File: src/rtl/carus_sram_port_arbiter.sv
// carus_sram_port_arbiter: round-robin arbiter of NUM_PORTS OBI-style requesters onto one SRAM bank port
//
// Purpose: picks one requester per cycle (first asserted req_i at or after r_prio, wrapping),
//          muxes its command onto the sram_* port and returns a per-port rvalid/rdata response.
// Ports:
//   clk_i, rst_i                  clock, asynchronous active-high reset
//   req_i/we_i                    per-port request / write enable
//   addr_i/wdata_i/be_i           per-port word address, write data, byte enables (packed, port 0 lowest)
//   gnt_o                         per-port combinational grant, one-hot or zero
//   rvalid_o/rdata_o              per-port response; rdata is zero for writes and idle ports
//   sram_req_o..sram_be_o         command to the bank wrapper
//   sram_rdata_i                  bank read data, valid one cycle after a read request
// Configuration: define CARUS_SRAM_ARB_RDATA_REG_EN to register sram_rdata_i before rdata_o
//                (response latency 2 instead of 1; still one accept per cycle).
module carus_sram_port_arbiter #(
    parameter int NUM_PORTS  = 2,
    parameter int NUM_WORDS  = 1024,
    parameter int DATA_WIDTH = 32,
    localparam int AW = (NUM_WORDS > 1) ? $clog2(NUM_WORDS) : 1,
    localparam int BW = DATA_WIDTH / 8,
    localparam int PW = (NUM_PORTS > 1) ? $clog2(NUM_PORTS) : 1
) (
    input  logic                            clk_i,
    input  logic                            rst_i,
    input  logic [NUM_PORTS-1:0]            req_i,
    input  logic [NUM_PORTS-1:0]            we_i,
    input  logic [NUM_PORTS*AW-1:0]         addr_i,
    input  logic [NUM_PORTS*DATA_WIDTH-1:0] wdata_i,
    input  logic [NUM_PORTS*BW-1:0]         be_i,
    output logic [NUM_PORTS-1:0]            gnt_o,
    output logic [NUM_PORTS-1:0]            rvalid_o,
    output logic [NUM_PORTS*DATA_WIDTH-1:0] rdata_o,
    output logic                            sram_req_o,
    output logic                            sram_we_o,
    output logic [AW-1:0]                   sram_addr_o,
    output logic [DATA_WIDTH-1:0]           sram_wdata_o,
    output logic [BW-1:0]                   sram_be_o,
    input  logic [DATA_WIDTH-1:0]           sram_rdata_i
);
    logic [PW-1:0]         r_prio;
    logic [PW-1:0]         r_resp_port;
    logic                  r_resp_valid;
    logic                  r_resp_we;
    logic                  w_found;
    logic [PW-1:0]         w_gnt_idx;
    logic [PW-1:0]         w_cand;
    logic [PW:0]           w_sum;
    logic [PW-1:0]         w_next_prio;
    logic                  w_out_valid;
    logic [PW-1:0]         w_out_port;
    logic [DATA_WIDTH-1:0] w_out_data;

    // Scan from r_prio upward with wrap; the sum is one bit wider so the wrap is a single subtract.
    // Grants are suppressed while reset is held so nothing reaches the bank.
    always_comb begin
        w_found   = 1'b0;
        w_gnt_idx = '0;
        w_sum     = '0;
        w_cand    = '0;
        for (int k = 0; k < NUM_PORTS; k++) begin
            w_sum  = {1'b0, r_prio} + (PW+1)'(k);
            w_cand = PW'((w_sum >= (PW+1)'(NUM_PORTS)) ? w_sum - (PW+1)'(NUM_PORTS) : w_sum);
            if (!w_found && req_i[w_cand] && !rst_i) begin
                w_found   = 1'b1;
                w_gnt_idx = w_cand;
            end
        end
    end

    assign gnt_o        = w_found ? (NUM_PORTS'(1) << w_gnt_idx) : '0;
    assign sram_req_o   = w_found;
    assign sram_we_o    = w_found & we_i[w_gnt_idx];
    assign sram_addr_o  = w_found ? addr_i[w_gnt_idx*AW +: AW] : '0;
    assign sram_wdata_o = w_found ? wdata_i[w_gnt_idx*DATA_WIDTH +: DATA_WIDTH] : '0;
    assign sram_be_o    = w_found ? be_i[w_gnt_idx*BW +: BW] : '0;
    assign w_next_prio  = (w_gnt_idx == PW'(NUM_PORTS - 1)) ? '0 : w_gnt_idx + 1'b1;

    always_ff @(posedge clk_i or posedge rst_i) begin
        if (rst_i) begin
            r_prio       <= '0;
            r_resp_valid <= 1'b0;
            r_resp_port  <= '0;
            r_resp_we    <= 1'b0;
        end else begin
            if (w_found)
                r_prio <= w_next_prio;
            r_resp_valid <= w_found;
            r_resp_port  <= w_gnt_idx;
            r_resp_we    <= sram_we_o;
        end
    end

`ifdef CARUS_SRAM_ARB_RDATA_REG_EN
    logic                  r_out_valid;
    logic [PW-1:0]         r_out_port;
    logic [DATA_WIDTH-1:0] r_rdata;

    // Second pipeline entry; write responses capture zero so rdata_o needs no extra gating.
    always_ff @(posedge clk_i or posedge rst_i) begin
        if (rst_i) begin
            r_out_valid <= 1'b0;
            r_out_port  <= '0;
            r_rdata     <= '0;
        end else begin
            r_out_valid <= r_resp_valid;
            r_out_port  <= r_resp_port;
            r_rdata     <= (r_resp_valid && !r_resp_we) ? sram_rdata_i : '0;
        end
    end

    assign w_out_valid = r_out_valid;
    assign w_out_port  = r_out_port;
    assign w_out_data  = r_rdata;
`else
    assign w_out_valid = r_resp_valid;
    assign w_out_port  = r_resp_port;
    assign w_out_data  = r_resp_we ? '0 : sram_rdata_i;
`endif

    always_comb begin
        rvalid_o = '0;
        rdata_o  = '0;
        if (w_out_valid) begin
            rvalid_o[w_out_port]                             = 1'b1;
            rdata_o[w_out_port*DATA_WIDTH +: DATA_WIDTH] = w_out_data;
        end
    end
endmodule
File: config.mk
export PLATFORM = sky130hd
export DESIGN_NAME = carus_sram_port_arbiter
export DESIGN_NICKNAME = d
export VERILOG_FILES = /design/src/rtl/carus_sram_port_arbiter.sv
export SDC_FILE = /design/constraint.sdc
export NUM_CORES = 1
export LEC_CHECK = 0
export CAP_MARGIN = 20
export CELL_PAD_IN_SITES_DETAIL_PLACEMENT = 0
export CELL_PAD_IN_SITES_GLOBAL_PLACEMENT = 2
export CORE_MARGIN = 2
export CORE_UTILIZATION = 12
export CTS_BUF_LIST = sky130_fd_sc_hd__clkbuf_16
export CTS_CLUSTER_SIZE = 24
export DETAILED_ROUTE_END_ITERATION = 8
export PLACE_DENSITY_LB_ADDON = 0.1
export SYNTH_ARGS = -nofsm -noshare
export SYNTH_HDL_FRONTEND = slang
export SYNTH_SLANG_ARGS = --single-unit
File: constraint.sdc
create_clock -name clk_i -period 2.4 [get_ports clk_i]
set_input_delay 0.48 -clock clk_i [delete_from_list [all_inputs] [get_ports clk_i]]
set_output_delay 0.48 -clock clk_i [all_outputs]
set_load 0.05 [all_outputs]
# Word-level counts from Yosys, hierarchy flattened
# Cells that the tools add are included.
[totals]
ff_bits = 4
wordCells = 53
output_inout_bits = 116
inputBits = 130
[classes]
mux = 22
magnitude_cmp = 7
n_addsub = 5
n_mul = 1
n_shift = 6
reduce_logical = 6
bitwise = 2
[op_table]
columns = ["operator", "count"]
rows = [
  ["64-bit AND", 1],
  ["32-bit two-way mux", 2],
  ["64-bit two-way mux", 1],
  ["32-bit by 34-bit variable shift with 64-bit output, first input constant", 1],
  ["32-bit by 34-bit variable part select with 64-bit output", 1],
  ["64-bit by 7-bit variable part select with 32-bit output", 1],
  ["6-bit negator with 34-bit output", 1],
  ["20-bit by 6-bit variable part select with 10-bit output", 1],
  ["1-bit two-way mux", 14],
  ["10-bit two-way mux", 1],
  ["1-bit by 2-bit < comparator with 1-bit output, second input constant", 4],
  ["8-bit by 4-bit variable part select with 4-bit output", 1],
  ["1-bit logical AND", 4],
  ["1-bit by 3-bit multiplier with 4-bit output, second input constant", 1],
  ["2-bit two-way mux", 2],
  ["4-bit two-way mux", 1],
  ["1-bit by 1-bit adder with 2-bit output, second input constant", 1],
  ["1-bit by 2-bit >= comparator with 1-bit output, second input constant", 1],
  ["2-bit >= comparator, second input constant", 1],
  ["1-bit logical NOT", 2],
  ["1-bit by 1-bit left shift with 2-bit output, first input constant", 1],
  ["1-bit subtractor, second input constant", 2],
  ["1-bit adder, second input constant", 1],
  ["1-bit AND", 1],
  ["2 further kinds", 2],
]

# Depth between registers and ports, before layout
[logic_depth]
depth_word = 13
depth_mapped = 4
depth_no_buf = 2

# Worst setup path before layout
# Ideal clock, no wire load.
[synth_timing]
path_type = "in2out"
start = "in rst_i"
end = "out sram_addr_o[6]"
arrival_time_ns = 2.092
slack_ns = -0.172
cell_stages = 4
path_cell_list = "buf_6 -> clkbuf_1 -> nand2b_1 -> o32ai_1"
[synth_between]
elab_chain_len = 10
word_cells_on_any_way = 12
classes_between = "mul: 1; shift: 1; mux: 5; reduce/logical: 5"
[synth_rtl]
columns = ["element", "line", "text"]
rows = [
  ["from (decl)", "24", "input logic rst_i,"],
  ["1-bit logical NOT (no source line) (*)", "n/a", ""],
  ["1-bit logical AND", "63", "if (!w_found && req_i[w_cand] && !rst_i) begin"],
  ["1-bit two-way mux", "63", ""],
  ["1-bit logical NOT", "63", ""],
  ["1-bit logical AND (2 in series)", "63", ""],
  ["1-bit two-way mux", "63", ""],
  ["1-bit by 3-bit multiplier with 4-bit output", "73", "assign sram_addr_o = w_found ? addr_i[w_gnt_idx*AW +: AW] : '0;"],
  ["20-bit by 6-bit variable part select with 10-bit output", "73", ""],
  ["10-bit two-way mux (*)", "73", ""],
  ["to (decl)", "35", "output logic [AW-1:0] sram_addr_o,"],
]
# Every way passes the cells marked *; elsewhere a longest branch is shown, timed or not.

# Final worst setup path
[layout_timing]
start = "reg r_resp_we"
end = "out rdata_o[18]"
[layout_between]
elab_chain_len = 4
[layout_rtl]
columns = ["element", "line", "text"]
rows = [
  ["from (decl)", "43", "logic r_resp_we;"],
  ["from (signal assigned)", "89", "r_resp_we <= sram_we_o;"],
  ["32-bit two-way mux", "117", "assign w_out_data = r_resp_we ? '0 : sram_rdata_i;"],
  ["32-bit by 34-bit variable part select with 64-bit output", "125", "rdata_o[w_out_port*DATA_WIDTH +: DATA_WIDTH] = w_out_data;"],
  ["64-bit AND (no source line)", "n/a", ""],
  ["64-bit two-way mux", "123", "if (w_out_valid) begin"],
  ["to (decl)", "32", "output logic [NUM_PORTS*DATA_WIDTH-1:0] rdata_o,"],
]
# No other way between the ends.

==> qor.csv <==
stage,metric,value,unit
critical_path,crit_path_end_kind,output pin,
pwr,powerDensity,312,mW/mm²
floorplanning,core-area,0.0159,mm²
synthesis,synthTopCellsByArea,"nand2b_1, o32ai_2, nor2_1, o32ai_1, dfrtp_1",
synthesis,synth_cell_types,17,
critical_path,crit_chain,nand2b_1 -> nor2_1 -> buf_12,
grt,antenna_found_initial,1,
sta,setup_viol,0,
finish,final_cell_area,0.00543,mm²
route,avgRoutedWirePerCell,15.2,µm
sta,setup_ws,0.277,ns
sta,worst_pin_slew,0.876,ns
place,gp_congestion,0.724,
synthesis,netlist_instances,293,
cts,clockBufferDepth,2,
critical_path,worstSetupPathType,reg -> out,
floorplanning,start_util,0.124,
critical_path,cp.required,1.92,ns
pwr,leakagePower,2.10,nW
route,route.vias.total,2892,
grt,grt_overflow,0,
finish,layout.nets,649,
finish,area_delta_synth_final,176,%
synthesis,yosys.area.top_type,nand2b_1,
synthesis,synth_top_area_frac,0.403,
grt,grt_max_degree,73,
pwr,clockPowerShare,0.154,
finish,final_common_cell,nand2b_1,
critical_path,max_stage_delay,0.70,ns
critical_path,critPathBufInv,1,
sta,grt_setup_unrepaired,no,
pwr,combPwrFrac,0.792,
synthesis,synth.avg_cell_area,6.72,µm²
route,drt_iter0_drc,86,
pwr,totalPowerFinal,1.69,mW
cts,post_cts_buffers,0,
pwr,vdd_drop_max,0.182,mV
critical_path,start_kind,register,
synthesis,syn-num-nets,423,
pwr,p_seq_frac,0.054,
finish,final_util,0.341,
route,drcViolationCount,0,
cts,path_clk_slew,0.03,ns
place,dp_slack,0.00900,ns
sta,min_period,2.12,ns
place,hpwl,8870,µm
synthesis,netlist_area,0.00197,mm²
critical_path,worstPathArrival,1.64,ns
synthesis,ys_seq_area_frac,0.0508,
place,io_buffers,245,
run,drv_cap,0,
critical_path,crit_fanout,32,
sta,fmax,471,MHz
cts,htree_num_levels,1,
sta,period_share,0.885,
route,via_per_inst,3.94,
place,placed_area,0.00532,mm²
min_path,hp-class,in -> async,
synthesis,synth_seq_cells,4,
floorplanning,num_rows,46,
cts,cts_made_buffers,3,
pwr,power.internal,0.893,mW
sta,skew,0.00203,ns
cts,clk_latency,0.23,ns
floorplanning,die_area,0.0175,mm²
cts,clock-sinks,4,
synthesis,ys_warn_count,0,
outcome,status,completed,
grt,grt_usage,0.122,
finish,final_cell_mix,"nand2b_1, clkdlybuf4s50_1, buf_12, nor2_1, buf_4",
sta,hold_violations,0,
grt,grt_pass1_wl,17200,µm
pwr,p_sw,0.799,mW
route,ant_nets,0,
sta,relSlewSlack,0.416,
cts,cts_tree,built,
critical_path,cpLargestDelayFamily,flip-flops,
critical_path,critPathSlowestCell,dfrtp_1,
pwr,switching_share,0.472,
cts,cts_root_buf,clkbuf_16,
floorplanning,ioPinCount,246,
grt,first_global_vias,2870,
route,dr.pass1.iters,4,
finish,drive_gt1_frac,0.344,
floorplanning,die_w,132,µm
sta,final_max_slew_viol_count,0,
floorplanning,die_h,132,µm
route,wl,11100,µm
## Yosys cell counts (all sizes together)
master and instances:
clkbuf 19, nor2b 2, o22a 1, dfrtp 4
a21bo 1, nand2b 127, nor2 67, inv 4
o32ai 47, buf 17, nand2 2, nor3 2
## registers in the layout (all words and copies together) (netlist names)
signal	flops
r_resp_valid	1
r_resp_we	1
r_resp_port	1
r_prio	1
## metrics by stage
stage / instances / hold slack [ns] / TNS (ns)
after CTS: 733 / 0.588 / 0
after global placement: 730 / 0.598 / 0
after global routing: 734 / 0.628 / 0
final: 734 / 0.574 / 0
after floorplan: 293 / 0.524 / -1.38
after detailed placement: 730 / 0.593 / 0
## layout make-up
type / count / area, µm²
antenna: 1 / 2.50
clock buffer: 3 / 75.1
fill: 1661 / 10500
inverter: 4 / 15.0
multi-input combinational: 249 / 1830
sequential: 4 / 100
tap: 216 / 270
timing repair buffer: 257 / 3130
## cell families after synthesis
kind of cell / Yosys count / synth area share
AOI/OAI and AO/OA: 49 / 0.291
buffers and inverters: 40 / 0.111
DFF: 4 / 0.0508
and+or+nand+nor: 200 / 0.548
## power by group through the flow
stage	Combinational, mW	Clock (mW)	Sequential (mW)
global placement	1.35	0	0.0932
finish	1.34	0.261	0.0911
detailed placement	1.35	0	0.0925
CTS	1.35	0.264	0.0919
floorplan	0.769	0	0.0804
global route	1.41	0.272	0.0939
## final timing paths
path | start | endpoint | slack [ns] | cells past startpoint
max | r_resp_we | rdata_o[18] | 0.28 | 3
min in group clk_i | r_prio | r_prio | 0.60 | 1
min | rst_i | r_resp_valid | 0.57 | 3
max in group asynchronous | rst_i | r_resp_we | 1.68 | 3
min reg2reg | r_prio | r_prio | 0.60 | 1
max reg2reg | r_prio | r_resp_we | 1.16 | 4
## routing by layer
metal  vias up  track usage  part of all wire
met3         4       0.0377             0.078
met4         0       0.0145            0.0036
li1       1440            -                 -
met5         -            0                 0
met2       141        0.212              0.50
met1      1307        0.152              0.42
## worst register-to-register path: cells and delay by family, from the launching register on
| family | cells | cell delay [ns] |
|---|---|---|
| DFF | 1 | 0.42 |
| buffers and inverters | 2 | 0.39 |
| AOI/OAI and AO/OA | 2 | 0.33 |
## timing repair
| action | 4_1_cts | 5_1_grt |
|---|---|---|
| gates resized for setup | 1 | 5 |
| hold buffers | 0 | 0 |
| pin swaps | 0 | 0 |
| endpoints found under the setup margin | 1 | 20 |
No activity file was read; power rests on OpenSTA's default activity.
==> patch: new RTL, same flow settings <==
Build with the macro `CARUS_SRAM_ARB_RDATA_REG_EN` defined.
--- a/src/rtl/carus_sram_port_arbiter.sv
+++ b/src/rtl/carus_sram_port_arbiter.sv
@@ -13,4 +13,6 @@
 // Configuration: define CARUS_SRAM_ARB_RDATA_REG_EN to register sram_rdata_i before rdata_o
 //                (response latency 2 instead of 1; still one accept per cycle).
+`define CARUS_SRAM_ARB_RDATA_REG_EN
+
 module carus_sram_port_arbiter #(
     parameter int NUM_PORTS  = 2,
Formal check against the unedited RTL: not equivalent (Yosys sat finds a counterexample within 4 cycles, from zero or initial values and one cycle with rst_i high).
==> patch against the original RTL <==
Worst hold slack worse by 220 ps; area after synthesis grew 52%; utilization decreased by 6.3 points; total power up 57%; routed wire length grew 25%; sequential cell count grew 34; final area up 25%; worst setup slack got worse by 210 ps; clock skew up 4.8 ps.
==> patch: results (changes against the original RTL) <==
Place
  – Gpl congestion: 0.711 (-1.8%)
  – HPWL after DPL: 10.8 mm (+22%)
  – Post-Place Cells: 876 (+20%)
  – Pre-CTS setup slack: 24.5 ps (+15.5 ps)

Worst setup path
  – Delay-heaviest family, CP: buffers and inverters
  – Max incr delay on CP: 540 ps (-160 ps)
  – Critical path peak fanout: 17 (-47%)
  – CP max stage cell: clkdlybuf4s50_1
  – FF-to-FF path depth: 3 (-1)

Global route
  – First-pass GRT wire length: 20.6 mm (+20%)
  – Initial antenna violation count: 0 (-1)
  – Vias in the first global route: 3,306 (+15%)
  – Largest net degree at the start of global routing: 47 (-36%)
  – Total track usage: 10.2% (-2.0 points)

Routing
  – First DRT Iteration DRCs: 98 (+14%)
  – Routed len/inst: 15.8 um (+4.0%)

Clocking
  – Worst skew pair latency: 280 ps (+50 ps)
  – CTS buffer count: 5 (+2)
  – Clock slew at reported path FFs: 60 ps (+30 ps)
  – CTS H-tree depth: 2 (+1)

Pwr
  – P_leak: 2.79 nW (+32%)
  – Worst VDD drop: 0.222 mV (+22%)

Timing
  – Max_slew headroom: 66.3% (+25 points)

Worst hold path
  – HP Class: flop to flop

Synthesis
  – Netlist cell types: 19 (+2)
  – Synthesized instance count: 329 (+12%)
  – Synth top area share: 31.8% (-8.6 points)
  – Post-synthesis net count: 459 (+8.5%)
  – Synth area leaders: dfrtp_1 32%, nand2b_1 20%, and2_1 13%, o32ai_2 10%, o32ai_1 8.2%

Run status
  – Run status: finished clean

Layout
  – Final Non-Filler Cells: 883 (+20%)
## patch: cell families (layout without fill, tap and decap cells)
| group | count (synthesis) | in the layout | share of synthesized area [%] |
|---|---|---|---|
| simple gates | 202 | 202 | 41.8 |
| buf+inv | 40 | 270 | 7.31 |
| compound gates | 49 | 49 | 19.1 |
| flops | 38 | 38 | 31.8 |
## patch: layer usage
metal	global-route usage, %	wire, um
met2	17.8	6970
met1	12.5	5660
met4	2.05	115
met3	2.96	1200
met5	0	0
## patch: stage by stage
stage / area [sq um] / power [mW]
2_1_floorplan: 3150 / 1.39
3_3_place_gp: 6570 / 1.93
3_5_place_dp: 6570 / 1.94
4_1_cts: 6730 / 2.71
5_1_grt: 6760 / 2.80
6_report: 6760 / 2.66
## patch: cell type report
class	instances	area share, %
Sequential cell	38	14.1
Clock buffer	5	1.85
Multi-Input combinational cell	251	29.8
Tap cell	324	6.00
Inverter	2	0.111
Timing Repair Buffer	261	47.6
Clock inverter	2	0.500
## patch: power groups by stage
stage	registers, mW	clock network, mW	logic [mW]
5_1_grt	0.704	0.813	1.29
4_1_cts	0.699	0.785	1.23
3_5_place_dp	0.711	0	1.23
2_1_floorplan	0.704	0	0.684
3_3_place_gp	0.710	0	1.22
6_report	0.699	0.746	1.21
## patch: worst paths after layout
check                             from              to  slack, ps
max                           req_i[1]  sram_addr_o[2]         70
min                        r_resp_port      r_out_port        350
max reg2reg                     r_prio       r_resp_we       1220
min reg2reg                r_resp_port      r_out_port        350
max in group asynchronous        rst_i     r_rdata[11]       1200
min in group asynchronous        rst_i     r_resp_port        640
## patch: what timing repair did
action,CTS,global route
setup endpoints to repair,0,20
resized for setup,0,6
hold buffers,0,0
